File: src/rtl/debug_pkg.sv
// Shared definitions for the debug unit: dump FSM states, byte width and
// word-to-byte helper. The debug command decoder imports this package too.
package debug_pkg;

    localparam int NB_BYTE = 8;

    typedef enum logic [2:0] {
        IDLE,
        SEND_PC,
        SETTLE,
        SEND_REG,
        DONE
    } dump_state_e;

    // Number of bytes needed to carry one word of nb_data bits.
    function automatic int BYTES_PER_WORD(input int nb_data);
        return nb_data / NB_BYTE;
    endfunction

endpackage

File: src/rtl/word_serializer.sv
// Loads one NB_DATA-bit word and emits it least-significant byte first over
// valid/ready. last_o marks the final byte of the word. Also used by the
// memory-dump controller.
module word_serializer
    import debug_pkg::*;
#(
    parameter int NB_DATA = 32
) (
    input  logic               clock_i,
    input  logic               reset_i,
    input  logic               load_i,
    input  logic               clear_i,
    input  logic [NB_DATA-1:0] data_i,
    input  logic               ready_i,
    output logic [NB_BYTE-1:0] byte_o,
    output logic               valid_o,
    output logic               last_o
);

    localparam int NUM_BYTES = BYTES_PER_WORD(NB_DATA);
    localparam int CNT_W     = (NUM_BYTES > 1) ? $clog2(NUM_BYTES) : 1;
    localparam logic [CNT_W-1:0] LAST_CNT = CNT_W'(NUM_BYTES - 1);

    logic [NB_DATA-1:0] shift_q, shift_d;
    logic [CNT_W-1:0]   cnt_q,   cnt_d;
    logic               valid_q, valid_d;

    // Next-state: clear beats load, load beats shifting on a handshake.
    always_comb begin
        // NOTE: every variable gets a default first so no path leaves it unassigned (no latch).
        shift_d = shift_q;
        cnt_d   = cnt_q;
        valid_d = valid_q;
        if (clear_i) begin
            valid_d = 1'b0;
            cnt_d   = '0;
        end else if (load_i) begin
            shift_d = data_i;
            cnt_d   = '0;
            valid_d = 1'b1;
        end else if (valid_q && ready_i) begin
            if (cnt_q == LAST_CNT) begin
                valid_d = 1'b0;
                cnt_d   = '0;
            end else begin
                shift_d = shift_q >> NB_BYTE;
                cnt_d   = cnt_q + 1'b1;
            end
        end
    end

    // State registers.
    always_ff @(posedge clock_i or negedge reset_i) begin
        if (!reset_i) begin
            // NOTE: the shift register is reset too, so tx data is a defined 0 right after reset.
            shift_q <= '0;
            cnt_q   <= '0;
            valid_q <= 1'b0;
        end else begin
            // NOTE: non-blocking assignments so every register samples pre-edge values.
            shift_q <= shift_d;
            cnt_q   <= cnt_d;
            valid_q <= valid_d;
        end
    end

    assign byte_o  = shift_q[NB_BYTE-1:0];
    assign valid_o = valid_q;
    assign last_o  = valid_q && (cnt_q == LAST_CNT);

endmodule

File: src/rtl/reg_dump_controller.sv
// Debug register-bank dump sequencer. While the pipeline is halted it owns
// bank read port A, walks every register and streams the PC byte followed by
// all register values (LSB first) to the debug UART transmitter.
module reg_dump_controller
    import debug_pkg::*;
#(
    parameter int NB_DATA  = 32,
    parameter int NB_REG   = 5,
    parameter int NB_PC    = 7,
    parameter int READ_LAT = 1
) (
    input  logic               clock_i,
    input  logic               reset_i,
    input  logic               dump_start_i,
    input  logic               halted_i,
    input  logic [NB_PC-1:0]   pc_i,
    input  logic [NB_DATA-1:0] data_ra_i,
    output logic               select_debug_or_wireA_o,
    output logic [NB_REG-1:0]  addr_reg_debug_o,
    output logic [NB_BYTE-1:0] tx_data_o,
    output logic               tx_valid_o,
    input  logic               tx_ready_i,
    output logic               busy_o,
    output logic               done_o,
    output logic               abort_o
);

    localparam logic [NB_REG-1:0] LAST_IDX = '1;
    localparam int SETTLE_W = (READ_LAT > 1) ? $clog2(READ_LAT) : 1;
    localparam logic [SETTLE_W-1:0] SETTLE_LAST = SETTLE_W'(READ_LAT - 1);

    dump_state_e         state_q,  state_d;
    logic [NB_REG-1:0]   idx_q,    idx_d;
    logic [SETTLE_W-1:0] settle_q, settle_d;
    logic [NB_PC-1:0]    pc_q,     pc_d;
    logic                abort_q,  abort_d;

    logic               halt_lost;
    logic               ser_load;
    logic               ser_ready;
    logic               ser_valid;
    logic               ser_last;
    logic [NB_BYTE-1:0] ser_byte;

    // Losing the halt anywhere outside IDLE abandons the dump at the next edge.
    assign halt_lost = (state_q != IDLE) && !halted_i;
    assign ser_ready = tx_ready_i && (state_q == SEND_REG);

    word_serializer #(
        .NB_DATA (NB_DATA)
    ) u_word_serializer (
        .clock_i (clock_i),
        .reset_i (reset_i),
        .load_i  (ser_load),
        .clear_i (halt_lost),
        .data_i  (data_ra_i),
        .ready_i (ser_ready),
        .byte_o  (ser_byte),
        .valid_o (ser_valid),
        .last_o  (ser_last)
    );

    // Next-state logic: abort has priority over the normal dump sequence.
    always_comb begin
        state_d  = state_q;
        idx_d    = idx_q;
        settle_d = settle_q;
        pc_d     = pc_q;
        abort_d  = 1'b0;
        ser_load = 1'b0;
        if (halt_lost) begin
            state_d  = IDLE;
            abort_d  = 1'b1;
            idx_d    = '0;
            settle_d = '0;
        end else begin
            case (state_q)
                IDLE: begin
                    if (dump_start_i && halted_i) begin
                        state_d = SEND_PC;
                        pc_d    = pc_i;
                    end
                end
                SEND_PC: begin
                    if (tx_ready_i) begin
                        state_d  = SETTLE;
                        idx_d    = '0;
                        settle_d = '0;
                    end
                end
                SETTLE: begin
                    // Address has been stable READ_LAT cycles: bank data is valid now.
                    if (settle_q == SETTLE_LAST) begin
                        ser_load = 1'b1;
                        settle_d = '0;
                        state_d  = SEND_REG;
                    end else begin
                        settle_d = settle_q + 1'b1;
                    end
                end
                SEND_REG: begin
                    if (ser_last && tx_ready_i) begin
                        if (idx_q == LAST_IDX) begin
                            state_d = DONE;
                        end else begin
                            idx_d   = idx_q + 1'b1;
                            state_d = SETTLE;
                        end
                    end
                end
                DONE: begin
                    state_d = IDLE;
                    idx_d   = '0;
                end
                default: state_d = IDLE;
            endcase
        end
    end

    // FSM, register index, settle counter, latched PC and abort pulse.
    always_ff @(posedge clock_i or negedge reset_i) begin
        if (!reset_i) begin
            state_q  <= IDLE;
            idx_q    <= '0;
            settle_q <= '0;
            pc_q     <= '0;
            abort_q  <= 1'b0;
        end else begin
            state_q  <= state_d;
            idx_q    <= idx_d;
            settle_q <= settle_d;
            pc_q     <= pc_d;
            abort_q  <= abort_d;
        end
    end

    assign select_debug_or_wireA_o = (state_q == SETTLE) || (state_q == SEND_REG) ||
                                     (state_q == DONE);
    assign addr_reg_debug_o = idx_q;
    assign tx_valid_o       = (state_q == SEND_PC) || ((state_q == SEND_REG) && ser_valid);
    assign tx_data_o        = (state_q == SEND_PC)  ? NB_BYTE'(pc_q) :
                              (state_q == SEND_REG) ? ser_byte : '0;
    assign busy_o           = (state_q != IDLE);
    assign done_o           = (state_q == DONE);
    assign abort_o          = abort_q;

endmodule
File: config.mk
export PLATFORM = sky130hd
export DESIGN_NAME = reg_dump_controller
export DESIGN_NICKNAME = d
export VERILOG_FILES = /design/src/rtl/debug_pkg.sv /design/src/rtl/word_serializer.sv /design/src/rtl/reg_dump_controller.sv
export SDC_FILE = /design/constraint.sdc
export NUM_CORES = 1
export LEC_CHECK = 0
export ABC_AREA = 0
export CAP_MARGIN = 20
export CORE_MARGIN = 4
export CORE_UTILIZATION = 44
export CTS_CLUSTER_SIZE = 30
export DETAILED_ROUTE_END_ITERATION = 8
export PLACE_DENSITY = 0.86
export REMOVE_ABC_BUFFERS = 1
export SETUP_SLACK_MARGIN = 0.2
export SLEW_MARGIN = 20
export SYNTH_ARGS = -nofsm -noshare
export SYNTH_HDL_FRONTEND = slang
export SYNTH_SLANG_ARGS = --single-unit
File: constraint.sdc
create_clock -name clock_i -period 2 [get_ports clock_i]
set_clock_uncertainty 0.2 [all_clocks]
set_input_delay 0.6 -clock clock_i [delete_from_list [all_inputs] [get_ports clock_i]]
set_output_delay 0.6 -clock clock_i [all_outputs]
set_load 0.005 [all_outputs]
=== After elaboration in Yosys (flattened, before gate mapping) ===
Cells that the tools add are included.

* Register bits after elaboration: 52
* Input port bits: 44
* Output and inout bits: 18
* Word-level logic and storage cells: 81

* Add/sub/neg operators: 3
* Equality and inequality tests: 12
* Muxes and demuxes: 33
* Bitwise operators: 1
* Reductions and logical operators: 24

{| class="wikitable"
|+ Operators by type and width
! kind !! number
|-
| 2-to-1 mux 32 bit || 3
|-
| 2-to-1 mux 5 bit || 4
|-
| 2-to-1 mux 3 bit || 6
|-
| 2-to-1 mux 8 bit || 2
|-
| inequality test 3 bit, second input constant || 5
|-
| case mux 5 bit (3 select lines) || 1
|-
| case mux 3 bit (4 select lines) || 1
|-
| nonzero test 3 bit || 4
|-
| 2-to-1 mux 1 bit || 11
|-
| 2-to-1 mux 2 bit || 4
|-
| AND reduction 4 bit || 2
|-
| logical AND 1 bit || 7
|-
| equality test 3 x 2 -> 1 bit, second input constant || 2
|-
| AND reduction 3 bit || 2
|-
| adder 5 x 1 -> 5 bit, second input constant || 1
|-
| equality test 5 bit, second input constant || 1
|-
| AND reduction 2 bit || 2
|-
| nonzero test 4 bit || 1
|-
| equality test 3 x 1 -> 1 bit, second input constant || 1
|-
| equality test 3 bit, second input constant || 1
|-
| logical NOT 3 bit || 1
|-
| logical OR 1 bit || 3
|-
| adder 2 x 1 -> 2 bit, second input constant || 1
|-
| equality test 2 bit, second input constant || 1
|-
| 6 further kinds || 6
|}

=== Logic depth before layout (Yosys ltp) ===
* Word-level depth: 6
* Depth in mapped cells: 8
* Mapped depth without buffers: 8

=== Cells and area by module ===
From an unflattened synthesis, not the netlist that was laid out.

* Cells, all modules: 210
* Area total of the unflattened synthesis: 2630.0 sq um

{| class="wikitable"
|+ Modules (own cells, without submodules)
! module !! times used !! cells each !! area each (sq um) !! sequential area each (sq um)
|-
| word_serializer || 1 || 119 || 1712.9 || 875.8
|-
| reg_dump_controller || 1 || 91 || 917.1 || 400.4
|}

=== Worst setup path before layout ===
No wires, ideal clock.

* Path kind: reg2out
* Start: reg state_q[1]
* End: out tx_data_o[1]
* Data arrival time: 1382 ps
* Data required time: 1200 ps
* Path slack: -182 ps
* Cell stages (with the launch flop): 6
* Path buffers: 3
* Cell sequence: dfrtp_1 -> buf_6 -> clkbuf_1 -> buf_1 -> mux2i_1 -> nor2_1

* Cells in the longest elaborated chain, start to end: 3
* Elaborated cells between the ends (all ways): 4
* Classes of those cells: eq/ne: 2; mux: 2

{| class="wikitable"
|+ Ends and longest elaborated chain
! item !! RTL line !! RTL
|-
| from (decl) || reg_dump_controller.sv:32 || <nowiki>dump_state_e state_q, state_d;</nowiki>
|-
| from (signal assigned) || reg_dump_controller.sv:129 || <nowiki>state_q <= state_d;</nowiki>
|-
| equality test 3 x 2 -> 1 bit || reg_dump_controller.sv:142 || <nowiki>(state_q == SEND_REG) ? ser_byte : '0;</nowiki>
|-
| 2-to-1 mux 8 bit || reg_dump_controller.sv:142 ||
|-
| 2-to-1 mux 8 bit * || reg_dump_controller.sv:141 || <nowiki>assign tx_data_o = (state_q == SEND_PC) ? NB_BYTE'(pc_q) :</nowiki>
|-
| to (decl) || reg_dump_controller.sv:20 || <nowiki>output logic [NB_BYTE-1:0] tx_data_o,</nowiki>
|}

Every way passes the cells marked *; elsewhere a longest branch is shown, timed or not.

=== Final worst setup path ===
* Start: reg state_q[1]
* End: out tx_data_o[2]

The elaborated chain is that of the path after synthesis.

==> flow_metrics.tcl <==
set metrics [dict create \
    route.detailed.wl_per_inst_um 23.6 \
    startpoint_type "register" \
    power.total_mw 3.44 \
    ioPinCount 62 \
    dp.cells 419 \
    grt_start_max_net_pins 39 \
    drt_wl_total_mm 11.4 \
    die_w_um 83.6 \
    critPathCaptureType "primary output" \
    portBuffers 61 \
    syn_to_final_growth_pct 87.2 \
    rows 27 \
    vias_per_cell 6.21 \
    yosys_warnings 0 \
    cap_violations 0 \
    cp_max_fo 5 \
    final_antenna_net_count 0 \
    yosysUniqueCellTypes 31 \
    worstSkewPairLatency_ns 0.32 \
    h-tree-depth 2 \
    grt_pass1_vias 2933 \
    hold_viol 0 \
    fillCellCount 261 \
    core_mm2 0.00554 \
    synth_cells 255 \
    fin_ws_ns -0.266 \
    grt_first_pass_wirelength_mm 14.8 \
    cts_inserted_buffers 5 \
    cellLeakagePower_nw 2.24 \
    cts.sinks 51 \
    finalSetupViolations 49 \
    top_usage_layer "met2" \
    clockBufferDepth 2 \
    relSlewSlack 0.742 \
    worstMarginPinSlew_ns 0.386 \
    fin_cells 484 \
    critPathRequiredTime_ns 1.20 \
    fmax_ghz 0.441 \
    via_count 3005 \
    grt-ovfl-total 0 \
    nNetsFinal 458 \
    fin_crit_ns 2.27 \
    num_antenna_cells 0 \
    first_pass_iters 6 \
    cts_root_buffer "clkbuf_8" \
    post-route-period-util 1.13 \
    first_iter_violations 237 \
    arrival_ns 1.47 \
    rsz0062_at_grt "true" \
    cts_tree "built" \
    grt_util_met3 0.0642 \
    hpwlAfterDp_mm 4.64 \
    avgSynthCellArea_um2 9.87 \
    clk_pin_slew_ns 0.11 \
    met2_usage 0.465 \
    use_met1 0.291 \
    violations "negative setup slack" \
    powerDensity_mw_per_mm2 731 \
    ys_seq_area_frac 0.507 \
    drive_gt1_frac 0.510 \
    hold_path_class "register to register" \
    initial_core_util 0.454 \
    gr-usage-all-layers 0.268 \
    die_h_um 83.6 \
    peakVddDrop_v 0.000490 \
    synth_top_area_frac 0.507 \
    dieArea_mm2 0.00699 \
    status "complete, but fails checks" \
    criticalPathCategory "register to primary output" \
    drc 0 \
    ys_seq_elements 51 \
    whs_ns 0.322 \
    maxSlewViolCount 0 \
    synth.area.top_cells "dfrtp_1, nand2_1, a221o_1" \
    antenna_found_initial 0 \
    synth_area_leader_cell "dfrtp_1" \
    syn_area_mm2 0.00252 \
    globalplace.congestion 0.870 \
]
what timing repair did:
action	4_1_cts	5_1_grt
hold endpoints to repair	13	0
hold buffers	1	0
cloned	6	1
resized for setup	136	97
buffers inserted	23	26
pin swaps	32	47
endpoints found under the setup margin	66	64
worst max-delay path: stages (launching register included):
cell     delay (ns)
dfrtp_2        0.47
buf_6          0.14
buf_8          0.12
mux2i_1        0.20
nor2_1         0.07
buf_2          0.14
state kept, by name, indices dropped and copies added, names as in the netlist:
signal                     flops
u_word_serializer.valid_o      1
pc_q                           7
u_word_serializer.cnt_q        2
state_q                        3
addr_reg_debug_o               5
abort_o                        1
u_word_serializer.shift_q     32
path summary, 6_finish.rpt:
| path | from | endpoint | slack [ns] | depth (start not counted) |
|---|---|---|---|---|
| hold / removal | u_word_serializer.shift_q[31] | u_word_serializer.shift_q[23] | 0.32 | 1 |
| setup / recovery | state_q[1] | tx_data_o[2] | -0.27 | 5 |
| max in group asynchronous | reset_i | state_q[0] | 0.54 | 3 |
| setup reg to reg | state_q[2] | u_word_serializer.shift_q[12] | -0.24 | 6 |
| min in group asynchronous | reset_i | addr_reg_debug_o[3] | 0.51 | 2 |
| hold reg to reg | u_word_serializer.shift_q[31] | u_word_serializer.shift_q[23] | 0.32 | 1 |
placed cells by master (no fill, tap or decap), types with 3 or more instances in the layout:
master | Yosys | routed
dfrtp_1 | 51 | 49
a21oi_2 | 0 | 4
a31oi_1 | 3 | 3
nand2_4 | 0 | 6
buf_2 | 4 | 10
nand3_2 | 0 | 6
clkbuf_8 | 0 | 5
nand2_1 | 41 | 34
buf_16 | 0 | 3
o21ai_4 | 0 | 3
o21ai_2 | 0 | 8
a221o_1 | 15 | 15
mux2_2 | 9 | 7
or3_4 | 1 | 4
nor2_1 | 21 | 18
a21oi_1 | 9 | 5
clkbuf_2 | 0 | 3
nor3_4 | 1 | 3
mux2i_1 | 8 | 8
and3_4 | 0 | 17
buf_4 | 0 | 47
nor2b_4 | 0 | 3
clkdlybuf4s50_1 | 0 | 40
nand3_1 | 18 | 10
buf_6 | 4 | 50
buf_12 | 0 | 5
nor2_4 | 0 | 3
cell usage after synthesis:
| cell type | count |
|---|---|
| dfrtp_1 | 51 |
| nand2_1 | 41 |
| nor2_1 | 21 |
| and3_1 | 19 |
| nand3_1 | 18 |
| a221o_1 | 15 |
| o21ai_0 | 14 |
| a21oi_1 | 9 |
| mux2_2 | 9 |
| clkbuf_1 | 8 |
| mux2i_1 | 8 |
| buf_2 | 4 |
| buf_6 | 4 |
| nor3_1 | 4 |
| a31oi_1 | 3 |
| ha_1 | 3 |
| nor2b_1 | 3 |
| a21o_1 | 2 |
| a22o_1 | 2 |
| and2_1 | 2 |
| buf_1 | 2 |
| inv_1 | 2 |
| nand2b_1 | 2 |
| nor3b_1 | 2 |
| a221oi_1 | 1 |
| and3b_1 | 1 |
| nand3b_1 | 1 |
| nand4_2 | 1 |
| nor2b_2 | 1 |
| nor3_4 | 1 |
| or3_4 | 1 |
stage by stage:
step           TNS (ns)  utilization  instance area [um^2]  worst slack (ns)
2_1_floorplan    -40.06            -                  2410             -1.28
3_3_place_gp     -22.37        0.633                  3510            -0.613
3_5_place_dp     -23.92        0.633                  3510            -0.654
4_1_cts           -5.81        0.746                  4130            -0.214
5_1_grt           -9.43        0.850                  4710            -0.323
6_report          -8.06        0.850                  4710            -0.266
power by group:
| part | internal (mW) | switching, mW | leakage, nW |
|---|---|---|---|
| logic | 0.658 | 0.450 | 1.54 |
| clock network | 0.378 | 0.391 | 0.0548 |
| registers | 1.31 | 0.255 | 0.645 |
| total | 2.35 | 1.10 | 2.24 |
kinds of logic (layout without fill, tap and decap cells):
kind of cell	Yosys count	after routing	synth area share
and+or+nand+nor	118	121	0.233
DFF	51	51	0.507
AOI/OAI and AO/OA	46	46	0.129
buffers and inverters	20	174	0.0438
muxes	17	17	0.0721
adders and majority gates	3	3	0.0149
metal layers:
metal	vias to the layer above	wire [um]
met1	1484	4060
met2	220	5760
met5	-	0
li1	1224	-
met3	77	818
met4	0	760
layout make-up:
type	instances	area, um^2	area share
timing repair buffer	164	1640	0.349
clock buffer	5	68.8	0.0146
clock inverter	3	46.3	0.00983
sequential	51	1280	0.272
multi-input combinational	187	1580	0.335
inverter	2	7.51	0.00159
tap	72	90.1	0.0191
Power figures use the tool's default switching activity.
